===== config.mk =====
export PLATFORM = sky130hd
export DESIGN_NAME = paddle_btn_ctrl
export DESIGN_NICKNAME = d
export VERILOG_FILES = /design/src/rtl/pong_input_pkg.sv /design/src/rtl/btn_channel.sv /design/src/rtl/paddle_btn_ctrl.sv
export SDC_FILE = /design/constraint.sdc
export NUM_CORES = 1
export LEC_CHECK = 0
export ABC_AREA = 0
export CAP_MARGIN = 20
export CORE_MARGIN = 3
export CORE_UTILIZATION = 45
export CTS_CLUSTER_SIZE = 12
export DETAILED_ROUTE_END_ITERATION = 10
export PLACE_DENSITY = 0.69
export SLEW_MARGIN = 10
export SYNTH_ARGS = -nofsm -noshare
export SYNTH_HDL_FRONTEND = slang
export SYNTH_SLANG_ARGS = --single-unit

===== constraint.sdc =====
create_clock -name clk -period 2.5 [get_ports clk]
set_input_delay 0.25 -clock clk [delete_from_list [all_inputs] [get_ports clk]]
set_output_delay 0.25 -clock clk [all_outputs]
set_load 0.01 [all_outputs]

===== src/rtl/pong_input_pkg.sv =====
// Shared types and helpers for the Pong pushbutton input path.
package pong_input_pkg;

    typedef enum logic [2:0] {
        IDLE,
        CONFIRM_HI,
        HELD_DELAY,
        HELD_REPEAT,
        CONFIRM_LO
    } btn_state_t;

    // Width needed to count up to (largest cycle parameter - 1).
    function automatic int unsigned cnt_width(input int unsigned deb,
                                              input int unsigned dly,
                                              input int unsigned rate);
        int unsigned m;
        m = deb;
        if (dly > m) m = dly;
        if (rate > m) m = rate;
        return (m < 2) ? 1 : $clog2(m);
    endfunction

endpackage


===== src/rtl/btn_channel.sv =====
// One button channel: 2-flop synchronizer, debounce/auto-repeat FSM, shared counter.
module btn_channel
    import pong_input_pkg::*;
#(
    parameter int unsigned DEBOUNCE_CYC     = 250000,
    parameter int unsigned REPEAT_DELAY_CYC = 25000000,
    parameter int unsigned REPEAT_RATE_CYC  = 5000000
) (
    input  logic clk,
    input  logic rst_n,
    input  logic en_i,
    input  logic raw_i,
    output logic level_o,
    output logic press_o,
    output logic release_o,
    output logic step_o
);

    localparam int unsigned CntW = cnt_width(DEBOUNCE_CYC, REPEAT_DELAY_CYC, REPEAT_RATE_CYC);
    localparam logic [CntW-1:0] DebLast   = CntW'(DEBOUNCE_CYC - 1);
    localparam logic [CntW-1:0] DelayLast = CntW'(REPEAT_DELAY_CYC - 1);
    localparam logic [CntW-1:0] RateLast  = CntW'(REPEAT_RATE_CYC - 1);

    logic            sync1_q, sync2_q;
    btn_state_t      state_q, state_d;
    logic [CntW-1:0] cnt_q, cnt_d;
    logic            cnt_clr;
    logic            level_q, level_d;
    logic            press_q, press_d;
    logic            release_q, release_d;
    logic            step_q, step_d;

    always_comb begin
        state_d   = state_q;
        cnt_clr   = 1'b0;
        level_d   = level_q;
        press_d   = 1'b0;
        release_d = 1'b0;
        step_d    = 1'b0;
        if (!en_i) begin
            state_d = IDLE;
            level_d = 1'b0;
            cnt_clr = 1'b1;
        end else begin
            unique case (state_q)
                IDLE: begin
                    // Held at zero so the counter cannot run free while idle.
                    cnt_clr = 1'b1;
                    if (sync2_q) state_d = CONFIRM_HI;
                end
                CONFIRM_HI: begin
                    if (!sync2_q) begin
                        state_d = IDLE;
                    end else if (cnt_q == DebLast) begin
                        state_d = HELD_DELAY;
                        level_d = 1'b1;
                        press_d = 1'b1;
                        step_d  = 1'b1;
                    end
                end
                HELD_DELAY: begin
                    if (!sync2_q) begin
                        state_d = CONFIRM_LO;
                    end else if (cnt_q == DelayLast) begin
                        state_d = HELD_REPEAT;
                        step_d  = 1'b1;
                    end
                end
                HELD_REPEAT: begin
                    if (!sync2_q) begin
                        state_d = CONFIRM_LO;
                    end else if (cnt_q == RateLast) begin
                        step_d  = 1'b1;
                        cnt_clr = 1'b1;
                    end
                end
                CONFIRM_LO: begin
                    if (sync2_q) begin
                        state_d = HELD_DELAY;
                    end else if (cnt_q == DebLast) begin
                        state_d   = IDLE;
                        level_d   = 1'b0;
                        release_d = 1'b1;
                    end
                end
                default: begin
                    state_d = IDLE;
                    level_d = 1'b0;
                end
            endcase
        end
        cnt_d = (cnt_clr || (state_d != state_q)) ? '0 : cnt_q + 1'b1;
    end

    always_ff @(posedge clk or negedge rst_n) begin
        if (!rst_n) begin
            sync1_q   <= 1'b0;
            sync2_q   <= 1'b0;
            state_q   <= IDLE;
            cnt_q     <= '0;
            level_q   <= 1'b0;
            press_q   <= 1'b0;
            release_q <= 1'b0;
            step_q    <= 1'b0;
        end else begin
            sync1_q   <= raw_i;
            sync2_q   <= sync1_q;
            state_q   <= state_d;
            cnt_q     <= cnt_d;
            level_q   <= level_d;
            press_q   <= press_d;
            release_q <= release_d;
            step_q    <= step_d;
        end
    end

    assign level_o   = level_q;
    assign press_o   = press_q;
    assign release_o = release_q;
    assign step_o    = step_q;

endmodule


===== src/rtl/paddle_btn_ctrl.sv =====
// Pong paddle/serve button controller: NUM_BTN independent debounce/repeat channels.
module paddle_btn_ctrl
    import pong_input_pkg::*;
#(
    parameter int unsigned NUM_BTN          = 4,
    parameter int unsigned DEBOUNCE_CYC     = 250000,
    parameter int unsigned REPEAT_DELAY_CYC = 25000000,
    parameter int unsigned REPEAT_RATE_CYC  = 5000000
) (
    input  logic               clk,
    input  logic               rst_n,
    input  logic               en,
    input  logic [NUM_BTN-1:0] btn_raw,
    output logic [NUM_BTN-1:0] btn_level,
    output logic [NUM_BTN-1:0] btn_press,
    output logic [NUM_BTN-1:0] btn_release,
    output logic [NUM_BTN-1:0] btn_step
);

    // One register stage on en: level drops one edge after en is sampled low,
    // and a re-enabled held button presses DEBOUNCE_CYC+1 edges later.
    logic en_q;

    always_ff @(posedge clk or negedge rst_n) begin
        if (!rst_n) begin
            en_q <= 1'b0;
        end else begin
            en_q <= en;
        end
    end

    for (genvar i = 0; i < NUM_BTN; i++) begin : g_chan
        btn_channel #(
            .DEBOUNCE_CYC     (DEBOUNCE_CYC),
            .REPEAT_DELAY_CYC (REPEAT_DELAY_CYC),
            .REPEAT_RATE_CYC  (REPEAT_RATE_CYC)
        ) u_chan (
            .clk       (clk),
            .rst_n     (rst_n),
            .en_i      (en_q),
            .raw_i     (btn_raw[i]),
            .level_o   (btn_level[i]),
            .press_o   (btn_press[i]),
            .release_o (btn_release[i]),
            .step_o    (btn_step[i])
        );
    end

endmodule


==> results of run 1 <==
power by group through the flow:
stage / Combinational, W / Clock [W] / Sequential [W]
3_5_place_dp: 0.000130 / 0 / 0.00229
5_1_grt: 0.000153 / 0.00274 / 0.00225
6_report: 0.000132 / 0.00258 / 0.00225
3_3_place_gp: 0.000127 / 0 / 0.00229
4_1_cts: 0.000133 / 0.00263 / 0.00225
2_1_floorplan: 0.0000600 / 0 / 0.00228
sequential cells by signal, summed over array words and instances (netlist names):
name / cells
en_q: 1
g_chan.u_chan.cnt_q: 100
g_chan.u_chan.level_o: 4
g_chan.u_chan.press_o: 4
g_chan.u_chan.release_o: 4
g_chan.u_chan.state_q: 12
g_chan.u_chan.step_o: 4
g_chan.u_chan.sync1_q: 4
g_chan.u_chan.sync2_q: 4
worst min path at each step:
stage	endpoint	cells after the start	from
after floorplan	en_q$_DFF_PN0_	0	rst_n
after CTS	g_chan[0].u_chan.sync1_q$_DFF_PN0_	1	btn_raw[0]
after global placement	g_chan[1].u_chan.cnt_q[10]$_DFF_PN0_	1	rst_n
after detailed placement	g_chan[1].u_chan.cnt_q[10]$_DFF_PN0_	1	rst_n
after global routing	g_chan[3].u_chan.sync1_q$_DFF_PN0_	1	btn_raw[3]
final	g_chan[0].u_chan.sync1_q$_DFF_PN0_	1	btn_raw[0]
synth_stat cells, drive strengths merged, types with 3 or more instances:
library cell  number
a21oi             13
a31oi              6
and3              21
and4               7
buf               29
clkbuf            10
dfrtp            137
ha                 4
inv               18
nand2             48
nand2b             9
nand3             49
nand3b             4
nand4             36
nand4b             3
nor2             110
nor2b              8
nor3              46
nor3b              8
nor4              28
nor4b              4
nor4bb             4
o21ai              5
or2                4
or3                6
or4                6
or4bb              3
xnor2             35
xor2              57
metal layers:
layer	global-route usage	wire length (um)	vias up
li1	-	-	2671
met1	0.240	7040	2721
met2	0.293	7360	123
met3	0.0494	606	16
met4	0.0589	183	0
met5	0	0	-
metrics by stage:
stage,utilization,total power [W],hold WS [ps],cell area [um^2],setup WS (ps)
6_report,0.534,0.00496,266,8180,110
2_1_floorplan,-,0.00234,-45.6,7110,357
5_1_grt,0.534,0.00514,260,8180,19.2
4_1_cts,0.533,0.00501,248,8160,126
3_3_place_gp,0.492,0.00242,292,7530,12.7
3_5_place_dp,0.492,0.00242,298,7530,-69.9
cell type report:
cell class,count,share of cell area
Inverter,18,0.00826
Tap cell,211,0.0323
Timing Repair Buffer,46,0.0494
Sequential cell,137,0.419
Multi-Input combinational cell,550,0.416
Clock inverter,14,0.0213
Clock buffer,18,0.0537
logic make-up (layout without fill, tap and decap cells):
family                   count (synthesis)  count (layout)  synth area share
adder cells (fa/ha/maj)                  4               4           0.00704
AO/OA/AOI/OAI                           43              44            0.0442
flip-flops                             137             137             0.482
XOR/XNOR                                92              92             0.113
AND/OR/NAND/NOR                        410             410             0.310
buffers and inverters                   57              96            0.0431
repair_timing:
item                       CTS  global route
hold endpoints to repair    65             0
setup endpoints to repair   25            25
hold buffers                 1             0
resized for setup            1             0
pin swaps                    0             1
cloned                       0             1
worst max-delay path, cell delays in order, from the launching register on:
cell and delay, ps:
dfrtp_1 400, or4_1 550, nor3_1 350, a21oi_1 260, o211ai_2 550, nor3_1 130
cell usage in the layout (no fill, tap or decap), types with 6 or more instances in the layout:
cell / n
dfrtp_1: 137
nor2_1: 100
xor2_1: 57
nand2_1: 48
nand3_1: 48
nor3_1: 46
nand4_1: 36
xnor2_1: 35
nor4_1: 26
buf_4: 23
and3_1: 21
clkdlybuf4s50_1: 21
inv_1: 18
clkbuf_16: 17
a21oi_1: 12
nor2_2: 10
nand2b_1: 9
nor3b_1: 8
nor2b_1: 8
and4_1: 7
clkinvlp_4: 7
or3_1: 6
a31oi_1: 6
==> out/results.tsv, run 1 <==
stage	metric	value	unit
power_and_ir_drop	maximum VDD drop	0.483	mV
placement	GPL Wtd Cong	0.924	
clocking	Post-CTS Setup Bufs	0	
timing	Max-Slew Margin vs Limit	0.483	
clocking	clock buffer depth	2	
timing	number of setup violations in the final report	0	
routing	Via density	5.56	
routing	initial drt markers	642	
setup_path	CP Class	flop to flop	
setup_path	critical-path maximum fanout	12	
power_and_ir_drop	switching portion of total power	0.221	
global_routing	initial antenna violation count	0	
floorplanning	core area	0.0153	mm^2
clocking	clk sink count	137	
logic_synthesis	Yosys top cell by area	dfrtp_1	
logic_synthesis	dominant cells by area after synthesis	dfrtp_1 48%, xor2_1 7.0%, nor2_1 5.3%	
timing	RSZ-0062 raised after global routing	false	
power_and_ir_drop	P_sw	0.00110	W
routing	DRC	0	
layout	# fillers	1363	
timing	Clock Skews	5.97	ps
placement	Port Buffer Count	22	
timing	period utilization	0.956	
logic_synthesis	Yosys reg bits	137	
layout	Area Overhead vs Synth	15.0	%
timing	minimum clock period	2390	ps
layout	Non-Filler Instances	994	
placement	DPL Wire Length	10.3	mm
power_and_ir_drop	sequential group share of total power	0.454	
worst_hold_path	Hold Path Class	primary input to flop	
layout	layout cells sized above 1	0.101	
setup_path	crit end category	flop	
power_and_ir_drop	Leakage	3.19	nW
logic_synthesis	predominant post-synthesis flop cell	dfrtp_1	
setup_path	CP arrival	2670	ps
clocking	CTS clk-pin slew, worst paths	60	ps
clocking	root buffer cell	clkbuf_16	
routing	First-pass DRT Iterations	5	
clocking	TritonCTS buffer count	17	
power_and_ir_drop	combinational power share	0.027	
setup_path	Startpoint Class	flop	
setup_path	critical path data required time	2780	ps
global_routing	first-pass GRT wire length	26.3	mm
timing	setup TNS	0	ps
logic_synthesis	Yosys top cell area share	0.482	
logic_synthesis	Yosys warnings	0	
routing	antenna viol nets, final	0	
power_and_ir_drop	Pint	0.00386	W
routing	Via Count	5531	
floorplanning	die height	132	um
clocking	Clk Latency, worst-skew pair	420	ps
setup_path	Reg2Reg Launch Point	g_chan[0].u_chan.cnt_q[13]$_DFF_PN0_	
logic_synthesis	register area share after synthesis	0.482	
power_and_ir_drop	clock share of power	0.520	
setup_path	Reg2Reg Setup Slack	110	ps
floorplanning	I/O Pins	23	
logic_synthesis	Post-synth ARST share	1.00	
timing	FMAX	418	MHz
layout	Multi-input gate area	0.00340	mm^2
logic_synthesis	Syn Area/Cell	9.57	um^2
timing	Least-Margin Pin Slew	770	ps
setup_path	worst setup path startpoint	g_chan[0].u_chan.cnt_q[13]$_DFF_PN0_	
logic_synthesis	Mapped Cells	743	
logic_synthesis	Post-Syn Area	0.00711	mm^2
setup_path	RR Endpoint	g_chan[0].u_chan.cnt_q[6]$_DFF_PN0_	
run	MaxCap Viol Count	0	
setup_path	R2R cell count	5	
status	outcome	completed	
layout	Seq. cell area	0.00343	mm^2
floorplanning	die area	0.0173	mm^2
setup_path	crit path capture	g_chan[0].u_chan.cnt_q[6]$_DFF_PN0_	
logic_synthesis	Post-Syn Nets	754	
global_routing	total track usage	0.182	
global_routing	gr ovfl total	0	
layout	Ant. Diodes	0	
timing	final hold viol count	0	
layout	# nets final	781	
clocking	TritonCTS clock tree	built	
logic_synthesis	number of distinct library cells after synthesis	58	
timing	Max Slew Vio Count	0	
global_routing	largest net degree at the start of global routing	69	
floorplanning	Initial Util	0.464	
global_routing	vias in the first global route	5579	
floorplanning	die width	132	um
routing	per-cell routed wire length	15.3	um
power_and_ir_drop	cell area power density	607	mW/mm^2
clocking	H-tree depth	4	
floorplanning	Rows	45	
routing	final wirelength	15.2	mm
logic_synthesis	EDFF count, synth	0	
placement	number of instances in the placed design	960	
Note: power is estimated with default switching activity, not from simulation.
==> run 2, diff against run 1 <==
Settings changed: ABC_CLOCK_PERIOD_IN_PS set to 2500.
==> results of run 2 <==
No change in the layout: final DEF, timing and power equal those of run 1.
==> run 3, diff against run 2 <==
Settings changed: CORE_UTILIZATION 45 to 50, CTS_CLUSTER_DIAMETER set to 80, MAX_ROUTING_LAYER set to met4, PLACE_DENSITY 0.69 to 0.74.
==> out/results.tsv, run 3 (synthesis results as in run 1) <==
stage	metric	value	unit
worst_hold_path	hold_sp	btn_raw[2]	
clocking	TritonCTS buffer count	17	
floorplanning	die width	125	um
floorplanning	die height	125	um
floorplanning	core area	0.0136	mm^2
setup_path	worst setup path startpoint	g_chan[0].u_chan.cnt_q[5]$_DFF_PN0_	
routing	Via density	5.82	
timing	Clock Skews	5.78	ps
routing	First-pass DRT Iterations	5	
power_and_ir_drop	maximum VDD drop	0.546	mV
placement	post-placement cell area	0.00748	mm^2
timing	number of setup violations in the final report	0	
timing	minimum clock period	2390	ps
layout	Ant. Diodes	0	
clocking	CTS clk-pin slew, worst paths	60	ps
clocking	Post-CTS Setup Bufs	0	
timing	FMAX	418	MHz
placement	Port Buffer Count	22	
worst_hold_path	Hold Path Class	primary input to flop	
layout	most frequent cells in the layout	137 x dfrtp_1, 100 x nor2_1, 57 x xor2_1, 48 x nand2_1, 48 x nand3_1	
floorplanning	die area	0.0157	mm^2
global_routing	first-pass GRT wire length	25.6	mm
clocking	TritonCTS clock tree	built	
global_routing	vias in the first global route	5525	
routing	Via Count	5557	
timing	period utilization	0.957	
setup_path	critical path data required time	2780	ps
timing	hold slack	264	ps
routing	per-cell routed wire length	15.5	um
floorplanning	Rows	42	
routing	final wirelength	14.8	mm
timing	Max Slew Vio Count	0	
layout	# nets final	777	
routing	DRC	0	
layout	design area	0.00812	mm^2
global_routing	gr ovfl total	0	
global_routing	GRT met3 Usage	0.0520	
setup_path	Startpoint Class	flop	
layout	# fillers	1099	
global_routing	initial antenna violation count	0	
power_and_ir_drop	cell area power density	604	mW/mm^2
setup_path	Reg2Reg Launch Point	g_chan[0].u_chan.cnt_q[5]$_DFF_PN0_	
placement	DPL Wire Length	10.0	mm
placement	GPL Wtd Cong	0.898	
layout	Top reg by flops	g_chan.u_chan.cnt_q	
layout	Area Overhead vs Synth	14.1	%
timing	PnR worst setup slack	107	ps
run	MaxCap Viol Count	0	
layout	layout cells sized above 1	0.0937	
layout	max reg flops	100	
global_routing	most used routing layer	met2	
timing	Max-Slew Margin vs Limit	0.567	
setup_path	crit end category	flop	
timing	RSZ-0062 raised after global routing	false	
clocking	H-tree depth	4	
routing	initial drt markers	424	
setup_path	critical-path maximum fanout	24	
timing	Least-Margin Pin Slew	646	ps
clocking	root buffer cell	clkbuf_16	
placement	pre-CTS setup slack	-81.1	ps
layout	commonest non-fill, non-tap cell in the layout	dfrtp_1	
clocking	Clk Latency, worst-skew pair	420	ps
power_and_ir_drop	Leakage	3.20	nW
status	outcome	completed	
routing	antenna viol nets, final	0	
setup_path	CP Class	flop to flop	
global_routing	total track usage	0.202	
floorplanning	Initial Util	0.525	
clocking	clk sink count	137	
layout	biggest regs	g_chan.u_chan.cnt_q: 100 flops, g_chan.u_chan.state_q: 12 flops	
setup_path	CP arrival	2670	ps
global_routing	largest net degree at the start of global routing	70	
clocking	clock buffer depth	2	
global_routing	GR met2 Demand/Resource	0.313	
global_routing	met1 Resource Use GR	0.261	
timing	final hold viol count	0	
floorplanning	I/O Pins	23	
[run 3: cell count changes in the layout (fill, tap and decap cells not counted)]
cell	delta
buf_4	-6
clkinvlp_4	-6
clkbuf_8	+5
clkinv_2	+3
buf_12	+2
clkbuf_1	+2
clkinv_4	-2
bufinv_16	-1
inv_6	-1
[run 3: area by class of cell]
| type | count | area [um^2] | area share |
|---|---|---|---|
| well taps | 176 | 220 | 0.0271 |
| flip-flops and latches | 137 | 3430 | 0.422 |
| clock buffers | 25 | 515 | 0.0635 |
| inverters | 18 | 67.6 | 0.00832 |
| repair buffers | 42 | 399 | 0.0492 |
| clock inverters | 7 | 87.6 | 0.0108 |
| multi-input cells | 550 | 3400 | 0.419 |
[run 3: repair_timing]
| action | CTS | global route |
|---|---|---|
| gates resized for setup | 1 | 0 |
| hold endpoints to repair | 67 | 0 |
| hold buffers | 1 | 0 |
| endpoints found under the setup margin | 25 | 23 |
| pin swaps | 0 | 1 |
| cloned | 0 | 1 |
[run 3: per-stage QoR]
step	power (W)	instances	setup TNS, ps	utilization
after CTS	0.00495	954	0	0.598
after global placement	0.00242	921	0	0.552
final	0.00490	955	0	0.599
after floorplan	0.00234	743	0	-
after detailed placement	0.00242	921	-996	0.552
after global routing	0.00508	955	0	0.599
[run 3: worst max-delay path, cell delays in order, from the launching register on]
cell and delay (ps):
dfrtp_1 440, or4bb_1 550, nor4_1 570, nand3_1 160, nand3_1 140, buf_4 290, nor3_1 100
[run 3: power breakdown]
part / total, W / internal [W] / switching, W
Clock: 0.00251 / 0.00162 / 0.000895
Sequential: 0.00225 / 0.00223 / 0.0000187
Combinational: 0.000135 / 0.0000384 / 0.0000965
[run 3: routing by layer]
layer	up-vias	wire length [um]
met4	0	293
met2	124	7120
met3	26	574
li1	2671	-
met5	-	0
met1	2736	6810
[run 3: final timing paths]
kind	to	slack [ps]	cells after the start
setup reg to reg	g_chan[0].u_chan.cnt_q[7]$_DFF_PN0_	110	6
hold reg to reg	g_chan[1].u_chan.sync2_q$_DFF_PN0_	380	0
setup / recovery	g_chan[0].u_chan.cnt_q[7]$_DFF_PN0_	110	6
hold / removal	g_chan[2].u_chan.sync1_q$_DFF_PN0_	260	1
max in group asynchronous	g_chan[2].u_chan.state_q[0]$_DFF_PN0_	1400	3
min in group asynchronous	g_chan[1].u_chan.sync2_q$_DFF_PN0_	410	2
